$ cat src/rtl/fir_pkg.sv
// -----------------------------------------------------------------------------
// fir_pkg
// Shared definitions for the FIR output conditioning stage.
//   - legal parameter ranges for fir_out_decim / sync_fifo
//   - SAT_W: internal working width of the rounding datapath. It is one bit
//     wider than the widest legal input, so the rounding add never overflows.
//   - sat_round(): round-half-up arithmetic shift followed by saturation to a
//     signed out_width-bit range. The result is returned sign-extended to SAT_W.
//   - is_pow2(): helper for the FIFO depth check
// -----------------------------------------------------------------------------
package fir_pkg;

    localparam int IN_WIDTH_MIN   = 1;
    localparam int IN_WIDTH_MAX   = 43;
    localparam int DECIM_MIN      = 1;
    localparam int DECIM_MAX      = 256;
    localparam int FIFO_DEPTH_MIN = 2;
    localparam int SAT_W          = IN_WIDTH_MAX + 1;

    function automatic bit is_pow2(input int value);
        return (value > 0) && ((value & (value - 1)) == 0);
    endfunction

    // x must already be sign-extended to SAT_W bits. shift and out_width are
    // elaboration constants at every call site, so this folds into a fixed
    // adder, a wire shift and two comparators.
    function automatic logic signed [SAT_W-1:0] sat_round(
        input logic signed [SAT_W-1:0] x,
        input int                      shift,
        input int                      out_width
    );
        logic signed [SAT_W-1:0] bias;
        logic signed [SAT_W-1:0] sum;
        logic signed [SAT_W-1:0] shifted;
        logic signed [SAT_W-1:0] hi;
        logic signed [SAT_W-1:0] lo;
        logic signed [SAT_W-1:0] result;

        bias = '0;
        if (shift > 0) begin
            bias = SAT_W'(1) << (shift - 1);
        end
        sum     = x + bias;
        shifted = sum >>> shift;

        hi = (SAT_W'(1) << (out_width - 1)) - SAT_W'(1);
        lo = ~hi;   // two's complement: ~(2^(n-1)-1) == -2^(n-1)

        result = shifted;
        if (shifted > hi) begin
            result = hi;
        end else if (shifted < lo) begin
            result = lo;
        end
        return result;
    endfunction

endpackage : fir_pkg

$ cat src/rtl/sync_fifo.sv
// -----------------------------------------------------------------------------
// sync_fifo
// Show-ahead synchronous FIFO. The head entry is visible on rd_data whenever
// the FIFO is non-empty, and rd_data reads as zero while empty.
//
// Parameters
//   WIDTH  data width
//   DEPTH  number of entries (power of two, >= 2)
//
// Ports
//   clk_main  in   clock
//   rst_n     in   asynchronous active-low reset (empties the FIFO)
//   clr       in   synchronous clear, overrides push/pop in the same cycle
//   push      in   write request. It is accepted when not full, or when full
//                  together with an accepted pop.
//   pop       in   read request. It is ignored while empty.
//   wr_data   in   data to write
//   rd_data   out  head entry
//   fill      out  occupancy 0..DEPTH
//   full      out  fill == DEPTH
//   empty     out  fill == 0
// -----------------------------------------------------------------------------
module sync_fifo
    import fir_pkg::*;
#(
    parameter int WIDTH = 12,
    parameter int DEPTH = 8
) (
    input  logic                       clk_main,
    input  logic                       rst_n,
    input  logic                       clr,
    input  logic                       push,
    input  logic                       pop,
    input  logic [WIDTH-1:0]           wr_data,
    output logic [WIDTH-1:0]           rd_data,
    output logic [$clog2(DEPTH):0]     fill,
    output logic                       full,
    output logic                       empty
);

    localparam int AW = $clog2(DEPTH);

    if (!is_pow2(DEPTH) || DEPTH < FIFO_DEPTH_MIN) begin : g_bad_depth
        $fatal(1, "sync_fifo: DEPTH must be a power of two and at least 2");
    end

    // The read port is combinational because the show-ahead head must be
    // visible in the same cycle it is written into an empty FIFO.
    logic [WIDTH-1:0] mem [DEPTH];

    logic [AW-1:0] wr_ptr_reg;
    logic [AW-1:0] rd_ptr_reg;
    logic [AW:0]   fill_reg;
    logic          do_push;
    logic          do_pop;

    assign empty   = (fill_reg == '0);
    assign full    = (fill_reg == (AW+1)'(DEPTH));
    assign do_pop  = pop && !empty && !clr;
    assign do_push = push && (!full || do_pop) && !clr;

    // The pointers are exactly AW bits wide, so they wrap modulo DEPTH.
    always_ff @(posedge clk_main or negedge rst_n) begin
        if (!rst_n) begin
            wr_ptr_reg <= '0;
            rd_ptr_reg <= '0;
            fill_reg   <= '0;
        end else if (clr) begin
            wr_ptr_reg <= '0;
            rd_ptr_reg <= '0;
            fill_reg   <= '0;
        end else begin
            if (do_push) begin
                wr_ptr_reg <= wr_ptr_reg + AW'(1);
            end
            if (do_pop) begin
                rd_ptr_reg <= rd_ptr_reg + AW'(1);
            end
            case ({do_push, do_pop})
                2'b10:   fill_reg <= fill_reg + (AW+1)'(1);
                2'b01:   fill_reg <= fill_reg - (AW+1)'(1);
                default: fill_reg <= fill_reg;
            endcase
        end
    end

    // The storage has no reset. An empty FIFO masks whatever the array holds.
    always_ff @(posedge clk_main) begin
        if (do_push) begin
            mem[wr_ptr_reg] <= wr_data;
        end
    end

    assign rd_data = empty ? '0 : mem[rd_ptr_reg];
    assign fill    = fill_reg;

endmodule : sync_fifo

$ cat src/rtl/fir_out_decim.sv
// -----------------------------------------------------------------------------
// fir_out_decim
// Output conditioning stage behind the systolic FIR. It keeps every DECIM-th
// valid sample. Each kept sample is rounded (arithmetic right shift by SHIFT)
// and saturated to OUT_WIDTH bits, then buffered in a show-ahead FIFO with a
// valid/ready output. The FIR cannot be stalled, so a sample that meets a full
// FIFO without a simultaneous pop is dropped, and the sticky ovf flag is set.
//
// Ports
//   clk_main     in   clock
//   rst_n        in   asynchronous active-low reset
//   flush        in   sync clear of phase, stage register and FIFO (not ovf)
//   data_in      in   signed FIR sample, IN_WIDTH bits
//   indata_vld   in   data_in qualifier
//   data_out     out  signed FIFO head, OUT_WIDTH bits
//   outdata_vld  out  FIFO non-empty
//   out_rdy      in   consumer accepts data_out this cycle
//   fill         out  FIFO occupancy
//   ovf          out  sticky drop flag
//   ovf_clr      in   sync clear of ovf (a drop in the same cycle wins)
//
// Latency: a kept sample that arrives at edge k is in the stage register
// after edge k. It is pushed at edge k+1 and is visible on data_out after
// k+1 if the FIFO was empty.
// -----------------------------------------------------------------------------
module fir_out_decim
    import fir_pkg::*;
#(
    parameter int IN_WIDTH   = 16,
    parameter int OUT_WIDTH  = 12,
    parameter int SHIFT      = 4,
    parameter int DECIM      = 4,
    parameter int FIFO_DEPTH = 8
) (
    input  logic                          clk_main,
    input  logic                          rst_n,
    input  logic                          flush,
    input  logic signed [IN_WIDTH-1:0]    data_in,
    input  logic                          indata_vld,
    output logic signed [OUT_WIDTH-1:0]   data_out,
    output logic                          outdata_vld,
    input  logic                          out_rdy,
    output logic [$clog2(FIFO_DEPTH):0]   fill,
    output logic                          ovf,
    input  logic                          ovf_clr
);

    if (IN_WIDTH < IN_WIDTH_MIN || IN_WIDTH > IN_WIDTH_MAX) begin : g_bad_in_width
        $fatal(1, "fir_out_decim: IN_WIDTH out of range 1..43");
    end
    if (OUT_WIDTH < 1 || OUT_WIDTH > IN_WIDTH) begin : g_bad_out_width
        $fatal(1, "fir_out_decim: OUT_WIDTH out of range 1..IN_WIDTH");
    end
    if (SHIFT < 0 || SHIFT > IN_WIDTH - 1) begin : g_bad_shift
        $fatal(1, "fir_out_decim: SHIFT out of range 0..IN_WIDTH-1");
    end
    if (DECIM < DECIM_MIN || DECIM > DECIM_MAX) begin : g_bad_decim
        $fatal(1, "fir_out_decim: DECIM out of range 1..256");
    end
    if (!is_pow2(FIFO_DEPTH) || FIFO_DEPTH < FIFO_DEPTH_MIN) begin : g_bad_depth
        $fatal(1, "fir_out_decim: FIFO_DEPTH must be a power of two, >= 2");
    end

    localparam int PH_W = (DECIM > 1) ? $clog2(DECIM) : 1;

    logic [PH_W-1:0]             ph_reg;
    logic [PH_W-1:0]             ph_next;
    logic                        s_vld_reg;
    logic signed [OUT_WIDTH-1:0] s_data_reg;
    logic                        ovf_reg;
    logic                        ovf_next;

    logic signed [SAT_W-1:0]     din_ext;
    logic signed [OUT_WIDTH-1:0] rnd_sample;
    logic                        keep;
    logic                        fifo_full;
    logic                        fifo_empty;
    logic                        pop_now;
    logic                        drop;

    // Sign-extend to the shared working width, then round and saturate.
    // The saturated value fits OUT_WIDTH, so truncation only removes sign copies.
    assign din_ext    = SAT_W'(data_in);
    assign rnd_sample = OUT_WIDTH'(sat_round(din_ext, SHIFT, OUT_WIDTH));

    assign keep = indata_vld && (ph_reg == '0);

    always_comb begin
        ph_next = ph_reg;
        if (indata_vld) begin
            ph_next = (ph_reg == PH_W'(DECIM - 1)) ? '0 : ph_reg + PH_W'(1);
        end
    end

    // A full FIFO still accepts the stage sample if the head leaves in the
    // same cycle, so only full-without-pop drops. Flush discards the stage
    // sample outright, so that case is not counted as a drop.
    assign pop_now = out_rdy && !fifo_empty;
    assign drop    = s_vld_reg && fifo_full && !pop_now && !flush;

    always_comb begin
        ovf_next = ovf_reg;
        if (drop) begin
            ovf_next = 1'b1;
        end else if (ovf_clr) begin
            ovf_next = 1'b0;
        end
    end

    always_ff @(posedge clk_main or negedge rst_n) begin
        if (!rst_n) begin
            ph_reg     <= '0;
            s_vld_reg  <= 1'b0;
            s_data_reg <= '0;
            ovf_reg    <= 1'b0;
        end else begin
            ovf_reg <= ovf_next;
            if (flush) begin
                ph_reg    <= '0;
                s_vld_reg <= 1'b0;
            end else begin
                ph_reg    <= ph_next;
                s_vld_reg <= keep;
                if (keep) begin
                    s_data_reg <= rnd_sample;
                end
            end
        end
    end

    sync_fifo #(
        .WIDTH (OUT_WIDTH),
        .DEPTH (FIFO_DEPTH)
    ) u_fifo (
        .clk_main (clk_main),
        .rst_n    (rst_n),
        .clr      (flush),
        .push     (s_vld_reg),
        .pop      (out_rdy),
        .wr_data  (s_data_reg),
        .rd_data  (data_out),
        .fill     (fill),
        .full     (fifo_full),
        .empty    (fifo_empty)
    );

    assign outdata_vld = !fifo_empty;
    assign ovf         = ovf_reg;

endmodule : fir_out_decim

$ cat config.mk
export PLATFORM = sky130hd
export DESIGN_NAME = fir_out_decim
export DESIGN_NICKNAME = d
export VERILOG_FILES = /design/src/rtl/fir_pkg.sv /design/src/rtl/sync_fifo.sv /design/src/rtl/fir_out_decim.sv
export SDC_FILE = /design/constraint.sdc
export NUM_CORES = 1
export LEC_CHECK = 0
export BUFFER_PORTS_ARGS = -buffer_cell sky130_fd_sc_hd__buf_4
export CAP_MARGIN = 10
export CORE_ASPECT_RATIO = 1.75
export CORE_UTILIZATION = 38
export CTS_BUF_LIST = sky130_fd_sc_hd__clkbuf_16
export CTS_CLUSTER_DIAMETER = 120
export DETAILED_ROUTE_END_ITERATION = 10
export PLACE_DENSITY = 0.67
export SYNTH_ARGS = -nofsm -noshare
export SYNTH_HDL_FRONTEND = slang
export SYNTH_HIERARCHICAL = 1
export SYNTH_SLANG_ARGS = --single-unit
export TNS_END_PERCENT = 1
$ cat constraint.sdc
create_clock -name clk_main -period 3.3 [get_ports clk_main]
set_input_delay 0.99 -clock clk_main [delete_from_list [all_inputs] [get_ports clk_main]]
set_output_delay 0.99 -clock clk_main [all_outputs]
set_load 0.03 [all_outputs]
==> results of run 1 <==
## power groups by stage
stage / registers (mW) / logic [mW] / clock network (mW)
2_1_floorplan: 1.89 / 0.486 / 0
3_3_place_gp: 1.90 / 0.695 / 0
3_5_place_dp: 1.92 / 0.704 / 0
4_1_cts: 1.89 / 0.707 / 1.75
5_1_grt: 1.90 / 0.753 / 1.81
6_report: 1.89 / 0.690 / 1.72
## metal layers
layer | vias to the layer above | wire [µm] | track usage (%)
li1 | 1442 | - | -
met1 | 1572 | 4110 | 17.1
met2 | 75 | 6040 | 29.5
met3 | 12 | 333 | 3.35
met4 | 0 | 169 | 6.20
met5 | - | 0 | 0
## through the flow
stage	utilization, %	cells	setup WS [ns]
global placement	43.1	552	0.468
detailed placement	43.1	552	0.398
finish	47.2	584	0.327
global route	47.2	584	0.187
floorplan	-	349	0.270
CTS	47.2	584	0.258
## cell usage in the layout (no fill, tap or decap), types with 2 or more instances in the layout
| cell type | count |
|---|---|
| a21oi_1 | 17 |
| and3_1 | 4 |
| bufinv_16 | 2 |
| ha_1 | 7 |
| clkinvlp_4 | 5 |
| a31oi_1 | 3 |
| nand2b_1 | 2 |
| nor2_1 | 40 |
| inv_1 | 10 |
| o22ai_1 | 2 |
| mux4_2 | 24 |
| xor2_1 | 9 |
| buf_4 | 46 |
| nand4_1 | 2 |
| nor3_1 | 4 |
| xnor2_1 | 4 |
| o211ai_1 | 3 |
| nand2_1 | 12 |
| clkbuf_16 | 17 |
| dfrtp_1 | 26 |
| o21ai_0 | 8 |
| nand3_1 | 15 |
| clkinv_1 | 5 |
| or3b_2 | 2 |
| mux2i_1 | 15 |
| edfxtp_1 | 96 |
| o31ai_1 | 4 |
## kinds of logic (layout without fill, tap and decap cells)
kind of cell / count (synthesis) / in the layout
AOI/OAI and AO/OA: 47 / 47
adders and majority gates: 7 / 7
and+or+nand+nor: 92 / 92
buffers and inverters: 28 / 89
muxes: 40 / 40
xor gates and xnor gates: 13 / 13
DFF: 122 / 122
## cell type report
class | instances | share of cell area [%]
clock inverters | 15 | 2.10
well taps | 174 | 3.41
flip-flops and latches | 122 | 55.4
multi-input cells | 199 | 26.1
clock buffers | 17 | 6.67
inverters | 10 | 0.667
repair buffers | 47 | 5.73
## worst paths after layout
| path | to | slack [ns] | cells after the start |
|---|---|---|---|
| min in group clk_main | ovf | 0.54 | 2 |
| max reg2reg | u_fifo/fill[3] | 0.67 | 8 |
| min | u_fifo/fill[1] | 0.49 | 1 |
| max in group asynchronous | s_data_reg[10] | 2.54 | 1 |
| max | data_out[8] | 0.33 | 5 |
| min reg2reg | ovf | 0.54 | 2 |
==> metrics.txt, run 1 <==
# IOs=40; Final Critical Period=2.97 ns; CP top delay family=multiplexers; crit end category=output port; Synth top area share=54.0%; core area=13500 µm²; GPL Wtd Cong=0.850; All-Layer GR Usage=15.8%; Tot Pwr=4.29 mW; Post-DP HPWL=7110 µm; clock root cell=clkbuf_16; Synth area leader=edfxtp_1; Peak VDD IR=0.360 mV; Post-Synth XOR/XNOR Area=2.13%; die footprint=14500 µm²; worst reg2reg path startpoint=u_fifo/fill[1]; Switch Pwr=1.12 mW; Post-DP Area=5820 µm²; multi-input logic area=1660 µm²; layout cells sized above 1=26.6%; synth unique cells=49; Initial DRC Count=198; most common cell in the netlist=edfxtp_1; DR WL/cell=18.2 µm; net switching fraction of the power=26.1%; WS Path Type=reg -> out; Critical Path Source=u_fifo/rd_ptr_reg[0]; largest family of logic cells by synthesized area=multiplexers; Row Count=56; Synth async-reset ratio=21.3%; Synth Area in Simple Gates=8.30%; share of total power in sequential cells=44.0%; CTS tree=built; crit-path cells=buf_12 -> mux4_2 -> mux2i_1 -> nor2_1 -> buf_4; PortBufs=36; outcome=finished, final reports clean; Comb pwr share=16.1%; Post-CTS Hold Fix Bufs=0; antenna violations before repair=0; # clock sinks=122; Post-CTS Setup Bufs=0; clock slew seen by the registers of the worst setup and hold paths=0.05 ns; Mean Syn Cell Area=15.3 µm²; Clock power frac=40.0%; design area=6380 µm²; Fin Clk Skew=0.00728 ns; Power Density=673 nW/µm²; adder-cell area share of the yosys netlist=1.64%; Seq/Total Area, Yosys=66.2%; setup TNS=0 ns; Peak Freq=0.336 GHz; Post-synth EDFFs=96; pin count of the biggest net entering global routing=27; Final period util=90.1%; Final Slew Violations=0; synthesized flop and latch total=122; overflow left after global routing=0; synth top area cells=edfxtp_1, dfrtp_1, mux4_2; vias in the first global route=3221; Vias per Instance=5.31; Pleak=2.25 nW; final setup fails=0; total wire length=10700 µm; Pint=3.17 mW; kind of launch point of the worst setup path=flop; CP max-delay cell=mux4_2; Synth Net Count=378; top cell types by occurrence after synthesis=edfxtp_1, nor2_1, dfrtp_1; CP Buf/Inv Count=2; Die H=159 µm; post-synthesis instance total=349; layout overhead on the synthesized area=19.6%; Die X-Extent=91.6 µm; measured slew at the worst slew-check pin=0.545 ns; CTS H-tree lvls=4; Hold WS=0.492 ns; worst min path class=in -> async; Max Cap Viol=0; Sequential Area=3530 µm²; critical path required time=2.31 ns; WP data arrival=1.98 ns; ANT nets after route=0; max reg flops=96; relative slew slack=63.7%; Residual DRC=0; # diodes=0; Compound-Gate Fraction of Synth Area=5.93%; post-CTS sizing=0; clk_lat worst skew=0.40 ns; first-pass GRT wire length=17300 µm; top_reg_cell synth=edfxtp_1; cell area after synthesis=5340 µm²; Clock Path Buffers=2; CP max FO=26; DR vias=3101; Nets=426; total CTS buffers=17; starting density of the core=39.5%; Fill cells=1165; Fin. Hold Viols=0; RSZ-0062 raised after global routing=false; drt first pass iters=4; mux share of post-synthesis cell area=13.2%; crit-path max cell delay=0.53 ns; Synthesis Warnings=6
(Power assumes the default switching activity.)
==> inputs of run 2 (changes only) <==
PLACE_DENSITY = 0.62   (was 0.67)
==> run 2 against run 1 <==
Via count is 0.19% lower. Count of clock-buffer cells in the layout stayed put. Critical endpoint is now data_out[0]. Critical path depth is the same. Largest cell class unchanged. Largest power group unchanged. Hold slack about the same.
==> metrics.txt, run 2 (same netlist as run 1, synthesis figures left out) <==
Switch Pwr=1.11 mW (was 1.12 mW); Comb pwr share=15.8% (was 16.1%); core area=13500 µm² (unchanged); layout overhead on the synthesized area=20.0% (was 19.6%); layout cells sized above 1=26.8% (was 26.6%); Row Count=56 (unchanged); starting density of the core=39.5% (unchanged); DR vias=3095 (was 3101); Peak VDD IR=0.388 mV (was 0.360 mV); net switching fraction of the power=25.5% (was 26.1%); PortBufs=36 (unchanged); Power Density=681 nW/µm² (was 673 nW/µm²); clock slew seen by the registers of the worst setup and hold paths=0.05 ns (about the same); WS Path Type=reg -> out (unchanged); Final Critical Period=3.04 ns (was 2.97 ns); Initial DRC Count=135 (was 198); setup TNS=0 ns (unchanged); Final period util=92.0% (was 90.1%); # IOs=40 (unchanged); kind of launch point of the worst setup path=flop (unchanged); total wire length=10800 µm (was 10700 µm); Pleak=2.28 nW (was 2.25 nW); drt first pass iters=4 (unchanged); # diodes=0 (unchanged); worst reg2reg path startpoint=u_fifo/fill[1] (unchanged); CP max-delay cell=mux4_2 (unchanged); Vias per Instance=5.29 (was 5.31); crit-path cells=buf_12 -> mux4_2 -> mux2i_1 -> nor2_1 -> buf_4 (unchanged); GPL Wtd Cong=0.912 (was 0.850); ANT nets after route=0 (unchanged); measured slew at the worst slew-check pin=0.519 ns (was 0.545 ns); setup slack, reg-to-reg=0.67 ns (about the same); Residual DRC=0 (unchanged); crit end category=output port (unchanged); final setup fails=0 (unchanged); CTS H-tree lvls=4 (unchanged); design area=6400 µm² (was 6380 µm²); max reg flops=96 (unchanged); crit-path max cell delay=0.51 ns (was 0.53 ns); share of total power in sequential cells=43.6% (was 44.0%); FF-to-FF path depth=8 (unchanged); DR WL/cell=18.5 µm (was 18.2 µm); first-pass GRT wire length=17500 µm (was 17300 µm); WP data arrival=2.05 ns (was 1.98 ns); Die X-Extent=91.6 µm (unchanged); most frequent cells in the layout=edfxtp_1, buf_4, nor2_1, dfrtp_1, mux4_2 (unchanged); clk_lat worst skew=0.41 ns (was 0.40 ns); vias in the first global route=3256 (was 3221); Final Slew Violations=0 (unchanged); Die H=159 µm (unchanged); overflow left after global routing=0 (unchanged); CP max FO=13 (was 26); Pint=3.25 mW (was 3.17 mW); pin count of the biggest net entering global routing=27 (unchanged); Peak Freq=0.329 GHz (was 0.336 GHz); Clock power frac=40.6% (was 40.0%); RSZ-0062 raised after global routing=false (unchanged); most common cell after layout, fill and taps aside=edfxtp_1 (unchanged); total CTS buffers=17 (unchanged); outcome=finished, final reports clean (unchanged); Max Cap Viol=0 (unchanged); worst min path class=in -> async (unchanged); reg-to-reg endpoint=u_fifo/fill[3] (unchanged); antenna violations before repair=0 (unchanged); Fill cells=1167 (was 1165); Fin. Hold Viols=0 (unchanged); critical path required time=2.31 ns (about the same); # clock sinks=122 (unchanged); clock root cell=clkbuf_16 (unchanged); relative slew slack=65.4% (was 63.7%); Fin Clk Skew=0.00925 ns (was 0.00728 ns); die footprint=14500 µm² (unchanged); Clock Path Buffers=2 (unchanged); Nets=427 (was 426); CTS tree=built (unchanged); All-Layer GR Usage=16.3% (was 15.8%); Post-DP HPWL=7120 µm (was 7110 µm); Post-CTS Hold Fix Bufs=0 (unchanged); Post-DP Area=5830 µm² (was 5820 µm²)
==> run 2: changes by cell type in the layout (fill, tap and decap cells not counted) <==
cell	delta
inv_1	+2
clkinv_2	+3
inv_6	-1
clkinv_1	-1
dfrtp_1	-1
buf_4	+1
dfrtp_2	+1
bufinv_16	+1
clkinvlp_4	-4
==> run 2: worst max path at each step <==
stage          slack, ns                to            startpoint
2_1_floorplan       0.27  u_fifo/mem[1][0]               out_rdy
3_3_place_gp        0.41    u_fifo/fill[3]                 flush
3_5_place_dp        0.38    u_fifo/fill[3]                 flush
4_1_cts             0.10       data_out[0]  u_fifo/rd_ptr_reg[0]
5_1_grt             0.11       data_out[5]  u_fifo/rd_ptr_reg[0]
6_report            0.26       data_out[0]  u_fifo/rd_ptr_reg[0]
==> run 2: final cells by class <==
type | instances | area [µm²] | area share, %
clock inverters | 15 | 144 | 2.25
multi-input cells | 199 | 1660 | 26.0
inverters | 10 | 42.5 | 0.665
repair buffers | 48 | 373 | 5.83
clock buffers | 17 | 425 | 6.65
flip-flops and latches | 122 | 3530 | 55.2
well taps | 174 | 218 | 3.40
==> run 2: power groups by stage <==
stage	logic, mW	registers, mW	clock network [mW]
after floorplan	0.486	1.89	0
after global placement	0.694	1.91	0
after detailed placement	0.701	1.93	0
after CTS	0.703	1.90	1.81
after global routing	0.754	1.92	1.87
final	0.689	1.90	1.77
==> run 2: per-stage QoR <==
stage	std cells	hold WS (ns)	util [%]	worst slack (ns)	power, mW
floorplan	349	0.513	-	0.270	2.37
global placement	553	0.516	43.1	0.412	2.61
detailed placement	553	0.538	43.1	0.377	2.63
CTS	585	0.495	47.3	0.100	4.41
global route	585	0.508	47.3	0.109	4.54
finish	585	0.492	47.3	0.265	4.36
==> run 2: routing by layer <==
metal / track usage, % / share of wire (%) / vias to the layer above
met2: 29.4 / 55 / 77
met3: 4.02 / 3.0 / 14
met4: 6.64 / 1.6 / 0
li1: - / - / 1446
met1: 17.9 / 40 / 1558
met5: 0 / 0 / -
==> run 2: timing repair <==
item                       CTS  global route
gates resized for setup      0             1
setup endpoints to repair    0             1
setup buffers                0             0
==> run 2: worst max-delay path, delay by kind of cell (launching register included) <==
family        cells  cell delay (ns)
mux               2             0.71
buf+inv           2             0.37
simple gates      1             0.07
flops             1             0.48
